--- src/rtl/dm_store_buffer_pkg.sv ---
// Shared store-type codes and sizing helpers for the data-memory store buffer.
// Code values mirror the codebase's global memory-op include.
package dm_store_buffer_pkg;

    localparam logic [2:0] MEM_NONE = 3'd0;
    localparam logic [2:0] MEM_SW   = 3'd1;
    localparam logic [2:0] MEM_SH   = 3'd2;
    localparam logic [2:0] MEM_SB   = 3'd3;

    function automatic logic is_store(input logic [2:0] t);
        return t != MEM_NONE;
    endfunction

endpackage

--- src/rtl/dm_store_buffer_addr_match.sv ---
// Load/store word-address hazard detector: parallel comparators against all
// valid buffered stores, OR-reduced to a single stall request.
module sb_addr_match #(
    parameter int DEPTH = 4,
    parameter int AW    = 32
) (
    input  logic [DEPTH-1:0] valid,
    input  logic [AW-1:0]    addr [DEPTH],
    input  logic             ld_valid,
    input  logic [AW-1:0]    ld_addr,
    output logic             ld_hazard
);

    logic [DEPTH-1:0] hit;

    always_comb begin
        hit = '0;
        for (int unsigned i = 0; i < DEPTH; i++) begin
            hit[i] = valid[i] && (addr[i][AW-1:2] == ld_addr[AW-1:2]);
        end
    end

    assign ld_hazard = ld_valid && (|hit);

endmodule

--- src/rtl/dm_store_buffer.sv ---
// In-order store buffer between execute and data memory; retires one store
// per free memory-port cycle and flags loads that hit a pending store word.
module dm_store_buffer
    import dm_store_buffer_pkg::*;
#(
    parameter int DEPTH = 4,
    parameter int AW    = 32
) (
    input  logic          clk,
    input  logic          reset,
    input  logic          st_valid,
    input  logic [2:0]    st_type,
    input  logic [AW-1:0] st_addr,
    input  logic [31:0]   st_data,
    input  logic [31:0]   st_pc,
    output logic          st_ready,
    input  logic          drain_en,
    output logic [2:0]    dm_write,
    output logic [AW-1:0] dm_addr,
    output logic [31:0]   dm_wdata,
    output logic [31:0]   dm_pc,
    input  logic          ld_valid,
    input  logic [AW-1:0] ld_addr,
    output logic          ld_hazard,
    output logic          empty
);

    localparam int PW = $clog2(DEPTH);
    localparam int CW = PW + 1;

    logic [PW-1:0]    wr_ptr;
    logic [PW-1:0]    rd_ptr;
    logic [CW-1:0]    count;
    logic [DEPTH-1:0] ent_valid;

    logic [2:0]       ent_type [DEPTH];
    logic [AW-1:0]    ent_addr [DEPTH];
    logic [31:0]      ent_data [DEPTH];
    logic [31:0]      ent_pc   [DEPTH];

    logic enq;
    logic deq;

    assign empty    = (count == '0);
    assign st_ready = (count != CW'(DEPTH));
    assign enq      = st_valid && is_store(st_type) && st_ready;
    assign deq      = !empty && drain_en;

    always_ff @(posedge clk) begin
        if (reset) begin
            wr_ptr    <= '0;
            rd_ptr    <= '0;
            count     <= '0;
            ent_valid <= '0;
        end else begin
            if (enq) begin
                wr_ptr <= wr_ptr + 1'b1;
            end
            if (deq) begin
                rd_ptr <= rd_ptr + 1'b1;
            end
            if (enq && !deq) begin
                count <= count + 1'b1;
            end else if (!enq && deq) begin
                count <= count - 1'b1;
            end
            // enq and deq never target the same slot: that needs count==0 and count==DEPTH at once
            for (int unsigned i = 0; i < DEPTH; i++) begin
                if (enq && (wr_ptr == PW'(i))) begin
                    ent_valid[i] <= 1'b1;
                end else if (deq && (rd_ptr == PW'(i))) begin
                    ent_valid[i] <= 1'b0;
                end
            end
        end
    end

    always_ff @(posedge clk) begin
        if (enq) begin
            ent_type[wr_ptr] <= st_type;
            ent_addr[wr_ptr] <= st_addr;
            ent_data[wr_ptr] <= st_data;
            ent_pc[wr_ptr]   <= st_pc;
        end
    end

    always_comb begin
        dm_write = MEM_NONE;
        if (deq) begin
            dm_write = ent_type[rd_ptr];
        end
    end

    assign dm_addr  = ent_addr[rd_ptr];
    assign dm_wdata = ent_data[rd_ptr];
    assign dm_pc    = ent_pc[rd_ptr];

    sb_addr_match #(
        .DEPTH (DEPTH),
        .AW    (AW)
    ) u_addr_match (
        .valid     (ent_valid),
        .addr      (ent_addr),
        .ld_valid  (ld_valid),
        .ld_addr   (ld_addr),
        .ld_hazard (ld_hazard)
    );

endmodule
--- config.mk ---
export PLATFORM = sky130hd
export DESIGN_NAME = dm_store_buffer
export DESIGN_NICKNAME = d
export VERILOG_FILES = /design/src/rtl/dm_store_buffer_pkg.sv /design/src/rtl/dm_store_buffer_addr_match.sv /design/src/rtl/dm_store_buffer.sv
export SDC_FILE = /design/constraint.sdc
export NUM_CORES = 1
export LEC_CHECK = 0
export BUFFER_PORTS_ARGS = -buffer_cell sky130_fd_sc_hd__buf_2
export CELL_PAD_IN_SITES_DETAIL_PLACEMENT = 1
export CELL_PAD_IN_SITES_GLOBAL_PLACEMENT = 1
export CORE_UTILIZATION = 51
export CTS_BUF_LIST = sky130_fd_sc_hd__clkbuf_4
export DETAILED_ROUTE_END_ITERATION = 6
export PLACE_DENSITY_LB_ADDON = 0.1
export SKIP_LAST_GASP = 1
export SYNTH_ARGS = -nofsm -noshare
export SYNTH_HDL_FRONTEND = slang
export SYNTH_SLANG_ARGS = --single-unit
--- constraint.sdc ---
create_clock -name clk -period 4.9 [get_ports clk]
set_input_delay 0.245 -clock clk [delete_from_list [all_inputs] [get_ports clk]]
set_output_delay 0.245 -clock clk [all_outputs]
set_load 0.02 [all_outputs]
==> out/results.txt, run 1 <==
The flow ran to the end, and the final reports show no timing, DRC or antenna violations. The number of inserted filler cells in the final layout is 2819. The count of synthesis-stage warnings from yosys was 0. The kind of end point of the critical path is a primary output.

The mapped netlist covers 0.0164 mm². Setup total negative slack on the finished layout was measured at 0 ns. Port buffering added 235 buffers.

The aggregate global routing overflow was 0; the clock-pin slew on the worst setup and hold paths was 0.06 ns. The critical path goes through buf_4 -> mux4_2 -> buf_2. The run gives 103 as the number of buffers added by the clock tree synthesis step. TritonCTS built the clock tree. For this design the ratio of total power to cell area is 463 mW/mm².

Width of the chip: 182 µm. On the worst path, the slowest cell contributes a delay of 0.88 ns. Max-cap violations in this run came to 0. Subtracting the final worst setup slack from the clock period gives 3.08 ns. The logs give 6 for the initial antenna violation count and 0.00940 W for the total power consumption of the routed design.

The number of DRC markers after the initial detailed-route iteration came out at 462. The area growth from synthesis to layout is 23.6%. The post-detailed-route via-to-cell ratio is 5.28.

Reg-to-reg endpoint: ent_addr[47]$_DFFE_PP_. The cell with the largest stage delay on the worst path was sky130_fd_sc_hd__dfxtp_4. The run gives 772 as the gate count after technology mapping. The tools report the CTS root buffer as sky130_fd_sc_hd__clkbuf_4. The mean instance size in the synthesized netlist is 21.3 µm².

The number of cells on the worst hold path was 4. Leaving out fill and tap cells, the most frequent cells in the layout are sky130_fd_sc_hd__edfxtp_1, sky130_fd_sc_hd__buf_2, sky130_fd_sc_hd__clkbuf_4. In this run, post-CTS repair resized a total of 0 instances. From bottom edge to top edge, the die measures 182 µm. The tools report the launching point of the worst reg2reg path as count[0]$_SDFFE_PP0P_. After legalization and detailed placement, the total HPWL measured 23100 µm. The number of flops mapped to enable cells by yosys was 396. The cell family contributing the most delay on the critical path is flip-flops.

Entering global routing, the biggest net connects 61 pins. Buffer and inverter count on the worst path: 2. The worst register-to-register path has a depth of 5.

The arrival time reported for the critical path endpoint is 2.84 ns, and the full die area is 0.0330 mm². Final routed wirelength across all metal layers: 37600 µm. The effective utilization at floorplan was 52.0%.

The placeable core region came out at 0.0316 mm². The final net count is 1324. For this run, the leading register cell type out of synthesis is sky130_fd_sc_hd__edfxtp_1. The ratio of cells with drive above 1 in the final layout is 41.3%, and the number of standard-cell rows in the floorplan is 65. The logs give 27.5% for the worst relative slew slack and 3 for the maximum buffer depth of the clock tree. For the final hold violation count, the log shows 0. The tools report the leakage power as 7.03 nW.

The total vias in the final route is 8821. The number of setup buffers added after CTS is 0. The first global-routing pass estimated 57500 µm of wire. The number of H-tree levels is 3. Critical path startpoint category: a flip-flop.

Yosys mapped the design onto 30 distinct sky130hd cell types. The tools report the required time of the worst setup path as 4.66 ns. For the routability-driven placement congestion ratio, the log shows 0.810. The share of async-settable or async-resettable flops after synthesis was 0%; the number of setup violations in the final report was 0. Across every metal layer, demand over resource in global routing totals 23.6%.

After detailed routing, the number of remaining DRC violations is 0. The later-pin clock latency in the skew report was 0.74 ns; the number of sinks on the clock net was 409. After clock tree synthesis, the flow added hold-fix buffers numbering 100.

IR analysis of the VDD net gives a maximum drop of 0.266 mV. The tools report the launch point of the worst hold path as drain_en. 238 I/O pins were placed. The mean routed wirelength per cell came out at 22.5 µm. Synthesis inferred 409 register bits.

For this run, the top clock speed supported by timing is 0.324 GHz. The library cell used most frequently in the layout, excluding fill and tap cells, is sky130_fd_sc_hd__edfxtp_1. Of all nets on the critical path, the largest fanout is 40. The tools report the setup skew after layout as 0.0522 ns.

For the via count of the first global-routing pass, the log shows 9897. Setup repair after global routing left no endpoint under its margin. The type of the most critical hold path is primary input to flip-flop. Counting every net in the synthesized netlist gives 918. The ratio of final minimum period to clock period was 62.9%.

The category of the most critical setup path is flip-flop to primary output. The length of the first detailed-routing pass in iterations was 5. Antenna violation net count after detailed routing: 0. The slew at the pin closest to its max-slew limit was 1.09 ns. The sequential-to-total area share from yosys stat is 73.9%, and the setup slack on the worst flop-to-flop path is 2.15 ns.

The run gives 0 as the max-slew violation count.
[cell usage after synthesis (2+ instances only)]
cell type | instances | area [µm²]
sky130_fd_sc_hd__buf_2 | 11 | 55.1
sky130_fd_sc_hd__and2_1 | 7 | 43.8
sky130_fd_sc_hd__mux2i_1 | 2 | 20.0
sky130_fd_sc_hd__nand2_1 | 9 | 33.8
sky130_fd_sc_hd__edfxtp_1 | 396 | 11900
sky130_fd_sc_hd__xnor2_1 | 74 | 648
sky130_fd_sc_hd__buf_4 | 6 | 45.0
sky130_fd_sc_hd__a21oi_1 | 4 | 20.0
sky130_fd_sc_hd__ha_1 | 9 | 113
sky130_fd_sc_hd__buf_1 | 4 | 15.0
sky130_fd_sc_hd__nand4_1 | 24 | 150
sky130_fd_sc_hd__a22oi_1 | 4 | 30.0
sky130_fd_sc_hd__mux4_2 | 99 | 2230
sky130_fd_sc_hd__clkbuf_1 | 5 | 18.8
sky130_fd_sc_hd__buf_6 | 16 | 180
sky130_fd_sc_hd__inv_1 | 6 | 22.5
sky130_fd_sc_hd__nor4_1 | 16 | 100
sky130_fd_sc_hd__xor2_1 | 46 | 403
sky130_fd_sc_hd__xnor2_2 | 3 | 48.8
sky130_fd_sc_hd__dfxtp_1 | 13 | 260
sky130_fd_sc_hd__nor2_1 | 9 | 33.8
[routing by layer]
| layer | vias up | GRT usage (%) | part of all wire (%) |
|---|---|---|---|
| met5 | - | 0 | 0.027 |
| met4 | 2 | 7.29 | 1.6 |
| met3 | 48 | 6.86 | 6.4 |
| met2 | 283 | 39.7 | 51 |
| met1 | 4467 | 29.7 | 41 |
| li1 | 4021 | - | - |
[area by class of cell]
cell class	count	area [µm²]	share of cell area (%)
clock buffers	155	1160	5.73
repair buffers	344	2290	11.3
inverters	7	26.3	0.129
diodes	5	12.5	0.0616
flip-flops and latches	409	12200	59.8
well taps	402	503	2.48
clock inverters	36	206	1.02
multi-input cells	313	3950	19.5
[where the power goes]
group | internal [W] | leakage [nW] | switching [W] | total, W
clock | 0.00156 | 0.814 | 0.00135 | 0.00291
sequential | 0.00420 | 3.73 | 0.000217 | 0.00442
combinational | 0.000896 | 2.49 | 0.00118 | 0.00207
total | 0.00666 | 7.03 | 0.00275 | 0.00940
[cells by family after synthesis]
logic type	count (synthesis)	synth area share, %
and+or+nand+nor	68	2.31
AOI/OAI and AO/OA	11	0.495
buffers and inverters	50	2.10
DFF	409	73.9
xor gates and xnor gates	123	6.69
adders and majority gates	10	0.807
muxes	101	13.7
[metrics by stage]
| stage | utilization, % | cells | worst slack (ns) | instance area (µm²) | hold slack [ns] |
|---|---|---|---|---|---|
| after global routing | 64.2 | 1669 | 1.50 | 20300 | 0.105 |
| after global placement | 56.7 | 1375 | 2.15 | 17900 | 0.456 |
| after CTS | 64.2 | 1666 | 1.62 | 20300 | 0.0446 |
| after floorplan | - | 772 | 1.06 | 16400 | 0.314 |
| final | 64.2 | 1671 | 1.82 | 20300 | 0.111 |
| after detailed placement | 56.7 | 1375 | 2.19 | 17900 | 0.460 |
[registers in the layout, indices dropped and copies added, names as in the netlist, named ones only]
signal and cells:
count 3, ent_addr 128, ent_data 128, ent_pc 128, ent_type 12, ent_valid 4, rd_ptr 2, wr_ptr 2
[worst max-delay path by stage]
stage | startpoint | endpoint | slack (ns) | cells after the start
after floorplan | count[0]$_SDFFE_PP0P_ | ent_addr[0]$_DFFE_PP_ | 1.06 | 5
after global placement | count[0]$_SDFFE_PP0P_ | ent_pc[2][18]$_DFFE_PP_ | 2.15 | 5
after detailed placement | count[0]$_SDFFE_PP0P_ | ent_pc[0][11]$_DFFE_PP_ | 2.19 | 5
after CTS | flip-flop | dm_pc[22] | 1.62 | 3
after global routing | flip-flop | dm_pc[16] | 1.50 | 3
final | flip-flop | dm_pc[22] | 1.82 | 3
[tightest hold or removal path: stages]
cell and delay (ns):
sky130_fd_sc_hd__buf_2 0.10, sky130_fd_sc_hd__nor2b_1 0.24, sky130_fd_sc_hd__nand2_1 0.11, sky130_fd_sc_hd__a21oi_1 0.07
Power figures use the tool's default switching activity.
==> run 2: changes to the inputs <==
ABC_AREA = 1   (was not set)
CORE_UTILIZATION = 43   (was 51)
clock period = 2.47 ns   (was 4.9 ns; I/O delays follow)
==> run 2 against run 1 <==
Net effect:
- synthesized cell count grew 99%
- synthesized area grew 5.6%
- cell count grew 54%
- die area grew 25%
- core utilization shrank 8.5 points
- critical path depth grew 9
- hold slack lost 0.032 ns
- first-iteration DRC count grew 23%
- final area grew 8.9%
- largest cell class unchanged
- highest routed layer is now met4
==> out/results.txt, run 2 <==
The length of the first detailed-routing pass in iterations is 5 (unchanged). The initial antenna violation count was 4 (was 6); the arrival time reported for the critical path endpoint was 2.26 ns (was 2.84 ns). The biggest fanout along the worst timing path is 3 (was 40), and the area share of the largest cell type after synthesis is 68.5% (was 72.3%). The peak-usage layer in the global routing report is met2 (unchanged).

The tools report the critical path startpoint category as a flip-flop (unchanged). The flow ran to the end, and the final reports show no timing, DRC or antenna violations. The slew at the pin closest to its max-slew limit is 0.507 ns (was 1.09 ns), and the synthesis-stage register bit count is 409 (unchanged).

The critical path's most frequent cell was sky130_fd_sc_hd__nand2_1. The final hold violation count was 0 (unchanged); the setup total negative slack was 0 ns (unchanged). The mean instance size in the synthesized netlist is 11.3 µm² (was 21.3 µm²), and the share of async-settable or async-resettable flops after synthesis is 0% (unchanged).

The number of flops mapped to enable cells by yosys is 396 (unchanged). The CTS root buffer is sky130_fd_sc_hd__clkbuf_4 (unchanged). Count of synthesis-stage warnings from yosys: 0 (unchanged).

The worst stage delay on the critical path came out at 0.43 ns (was 0.88 ns). The aggregate global routing overflow was 0 (unchanged). The tools report the maximum clock rate as 0.420 GHz. Largest cells by area after synthesis: sky130_fd_sc_hd__edfxtp_1, sky130_fd_sc_hd__nand2_1, sky130_fd_sc_hd__o21ai_0 (was sky130_fd_sc_hd__edfxtp_1, sky130_fd_sc_hd__mux4_2, sky130_fd_sc_hd__xnor2_1).

The setup skew after layout was 0.0355 ns (was 0.0522 ns). The met3 layer usage reported by global route was 6.26% (was 6.86%); the ratio of cells with drive above 1 in the final layout was 24.8% (was 41.3%). The most common library cell in the layout ignoring fill and taps was sky130_fd_sc_hd__edfxtp_1 (unchanged). The post-detailed-route DRC marker count is 0 (unchanged). The met2 track demand over resource was 46.7% (was 39.7%); the number of input and output port buffers inserted was 235 (unchanged).

The tools report the effective utilization at floorplan as 43.7% (was 52.0%). Leakage power: 8.72 nW (was 7.03 nW). Most used standard cell by instance count after synthesis: sky130_fd_sc_hd__edfxtp_1 (unchanged). Post-detailed-route via-to-cell ratio: 5.12 (was 5.28).

Commonest non-fill, non-tap cells in the layout: sky130_fd_sc_hd__edfxtp_1, sky130_fd_sc_hd__nand2_1, sky130_fd_sc_hd__buf_2 (was sky130_fd_sc_hd__edfxtp_1, sky130_fd_sc_hd__buf_2, sky130_fd_sc_hd__clkbuf_4). The type of the most critical hold path was primary input to flip-flop (unchanged). For the antenna violation net count after detailed routing, the log shows 0 (unchanged). Category of the most critical setup path: flip-flop to primary output (unchanged). Kind of end point of the critical path: a primary output (unchanged). The number of buffers added by the clock tree synthesis step came out at 104 (was 103). The number of maximum-capacitance violations is 0 (unchanged), and the width of the chip is 203 µm (was 182 µm).

The required time of the worst setup path came out at 2.35 ns (was 4.66 ns). Area growth from synthesis to layout: 27.5% (was 23.6%). Most frequent cells after synthesis: sky130_fd_sc_hd__edfxtp_1, sky130_fd_sc_hd__nand2_1, sky130_fd_sc_hd__nor2_1 (was sky130_fd_sc_hd__edfxtp_1, sky130_fd_sc_hd__mux4_2, sky130_fd_sc_hd__xnor2_1). The run gives 2109 (was 1324) as the final net count. The half-perimeter wire length after placement is 31800 µm (was 23100 µm).

The tools report the full die area as 0.0412 mm² (was 0.0330 mm²). The cell with the largest stage delay on the worst path was sky130_fd_sc_hd__edfxtp_1 (was sky130_fd_sc_hd__dfxtp_4). The routability-driven placement congestion ratio was 0.845 (was 0.810); the cell area reported after detailed placement was 0.0193 mm² (was 0.0179 mm²).

The placeable core region is 0.0397 mm² (was 0.0316 mm²), and the later-pin clock latency in the skew report is 0.80 ns (was 0.74 ns). The run gives 13200 (was 8821) as the total vias in the final route. The maximum number of pins on one net before global-route repair is 75 (was 61). The number of H-tree levels is 3 (unchanged), and the unique cell type count in the Yosys netlist is 29 (was 30). The cell class contributing the biggest share of worst-path delay is simple AND/OR/NAND/NOR gates (was flip-flops).

The cell taking the most area after synthesis is sky130_fd_sc_hd__edfxtp_1 (unchanged). Leading register cell type out of synthesis: sky130_fd_sc_hd__edfxtp_1 (unchanged). The tools report the number of DRC markers after the initial detailed-route iteration as 566 (was 462). The post-route cell area was 0.0221 mm² (was 0.0203 mm²). Largest registers: ent_addr (128), ent_data (128), ent_pc (128) (unchanged). The logs give 52800 µm (was 37600 µm) for the final routed wirelength across all metal layers and 0.0174 mm² (was 0.0164 mm²) for the synthesized area. The sequential-to-total area share from yosys stat was 70.0% (was 73.9%). The first-pass GRT wire length is 79500 µm (was 57500 µm), and the post-synthesis net count is 1686 (was 918).

The tools report the worst relative slew slack as 66.2% (was 27.5%). The ratio of final minimum period to clock period is 96.4%, and the gate count after technology mapping is 1540 (was 772). The areal power density over the cells works out to 964 mW/mm² (was 463 mW/mm²). Cell-by-cell listing of the critical path: nand2_2 -> nand2_1 -> inv_2 -> nand2_1 -> nor2_1 -> nand2_1 -> nor2_1 -> nand2_1 -> nand2_1 -> nor2_2 -> nor2_1 -> buf_4 (was buf_4 -> mux4_2 -> buf_2). Setup repair after global routing could not meet its margin everywhere.

For the boundary pin count, the log shows 238 (unchanged). The total global-route track usage is 25.9% (was 23.6%). The clock-pin slew on the worst setup and hold paths is 0.08 ns (was 0.06 ns), and the fraction of met1 tracks used by global routing is 29.1% (was 29.7%).

The logs give 0.606 mV (was 0.266 mV) for the maximum ir drop on the vdd rail and 409 (unchanged) for the number of sinks on the clock net. The maximum buffer depth of the clock tree is 3 (unchanged), and the buffer and inverter count on the worst path is 2 (unchanged). The mean routed wirelength per cell was 20.5 µm (was 22.5 µm); the number of standard-cell rows in the floorplan was 73 (was 65). The number of setup violations in the final report came out at 0 (unchanged). After layout, the minimum clock period comes to 2.38 ns. The y dimension of the die came out at 203 µm (was 182 µm). Via count of the first global-routing pass: 14100 (was 9897).

TritonCTS built the clock tree. The max-slew violation count is 0 (unchanged).
[run 2: cell types whose count changed in the layout (fill, tap and decap cells not counted), moves of 23 or more]
cell	before	now
sky130_fd_sc_hd__xor2_1	46	4
sky130_fd_sc_hd__a21oi_1	4	64
sky130_fd_sc_hd__inv_1	6	106
sky130_fd_sc_hd__nand2_1	9	253
sky130_fd_sc_hd__mux4_2	99	0
sky130_fd_sc_hd__dlygate4sd3_1	100	123
sky130_fd_sc_hd__xnor2_1	74	30
sky130_fd_sc_hd__o22ai_1	0	74
sky130_fd_sc_hd__nor2_1	9	202
sky130_fd_sc_hd__inv_2	3	33
sky130_fd_sc_hd__o21ai_0	1	189
[run 2: where the power goes]
group / leakage, nW / internal (W) / switching, W
combinational: 4.23 / 0.00220 / 0.00486
sequential: 3.73 / 0.00834 / 0.000274
clock: 0.767 / 0.00289 / 0.00278
total: 8.72 / 0.0134 / 0.00792
[run 2: cells by family after synthesis]
| family | share of synthesized area (%) |
|---|---|
| flip-flops | 70.0 |
| buffers and inverters | 5.10 |
| XOR/XNOR | 2.27 |
| AND/OR/NAND/NOR | 11.2 |
| AO/OA/AOI/OAI | 10.6 |
| adder cells (fa/ha/maj) | 0.764 |
[run 2: worst register-to-register path, delay by kind of cell, from the launching register on]
family | cells | cell delay, ns
buffers and inverters | 2 | 0.22
DFF | 1 | 0.35
AOI/OAI and AO/OA | 4 | 0.59
adders and majority gates | 2 | 0.54
and+or+nand+nor | 2 | 0.35
[run 2: worst paths after layout]
path	depth (start not counted)	end	slack, ns	start
max	12	ld_hazard	0.09	ent_addr[17]$_DFFE_PP_
min	2	ent_pc[2][2]$_DFFE_PP_	0.08	st_pc[2]
max reg2reg	10	count[2]$_SDFFE_PP0P_	0.37	count[2]$_SDFFE_PP0P_
min reg2reg	2	ent_valid[0]$_SDFFE_PP0P_	0.48	ent_valid[0]$_SDFFE_PP0P_
[run 2: metal layers]
metal	part of all wire [%]	routed length, µm
met4	2.5	1340
met2	53	27700
met5	0	0
met3	5.9	3110
met1	39	20600
[run 2: what timing repair did]
action | CTS | global route
resized for setup | 42 | 14
hold endpoints to repair | 409 | 0
pin swaps | 18 | 4
cloned | 1 | 0
setup buffers | 9 | 0
endpoints found under the setup margin | 76 | 10
hold buffers | 123 | 0
[run 2: metrics by stage]
stage                     std cells  setup WS [ns]  hold slack [ns]  util, %  power, W
after global placement         2249          0.393            0.336     48.5    0.0152
final                          2572         0.0881           0.0789     55.7    0.0213
after global routing           2570        -0.0911           0.0208     55.7    0.0225
after CTS                      2567      -0.000708         0.000951     55.6    0.0215
after floorplan                1540         -0.156            0.222        -    0.0128
after detailed placement       2249          0.380            0.341     48.5    0.0154
[run 2: final cells by class]
class,instances,area (µm²)
diodes,5,12.5
fillers,4259,17600
well taps,525,657
flip-flops and latches,409,12200
clock inverters,42,220
inverters,154,609
multi-input cells,906,4530
clock buffers,143,1070
repair buffers,388,2870
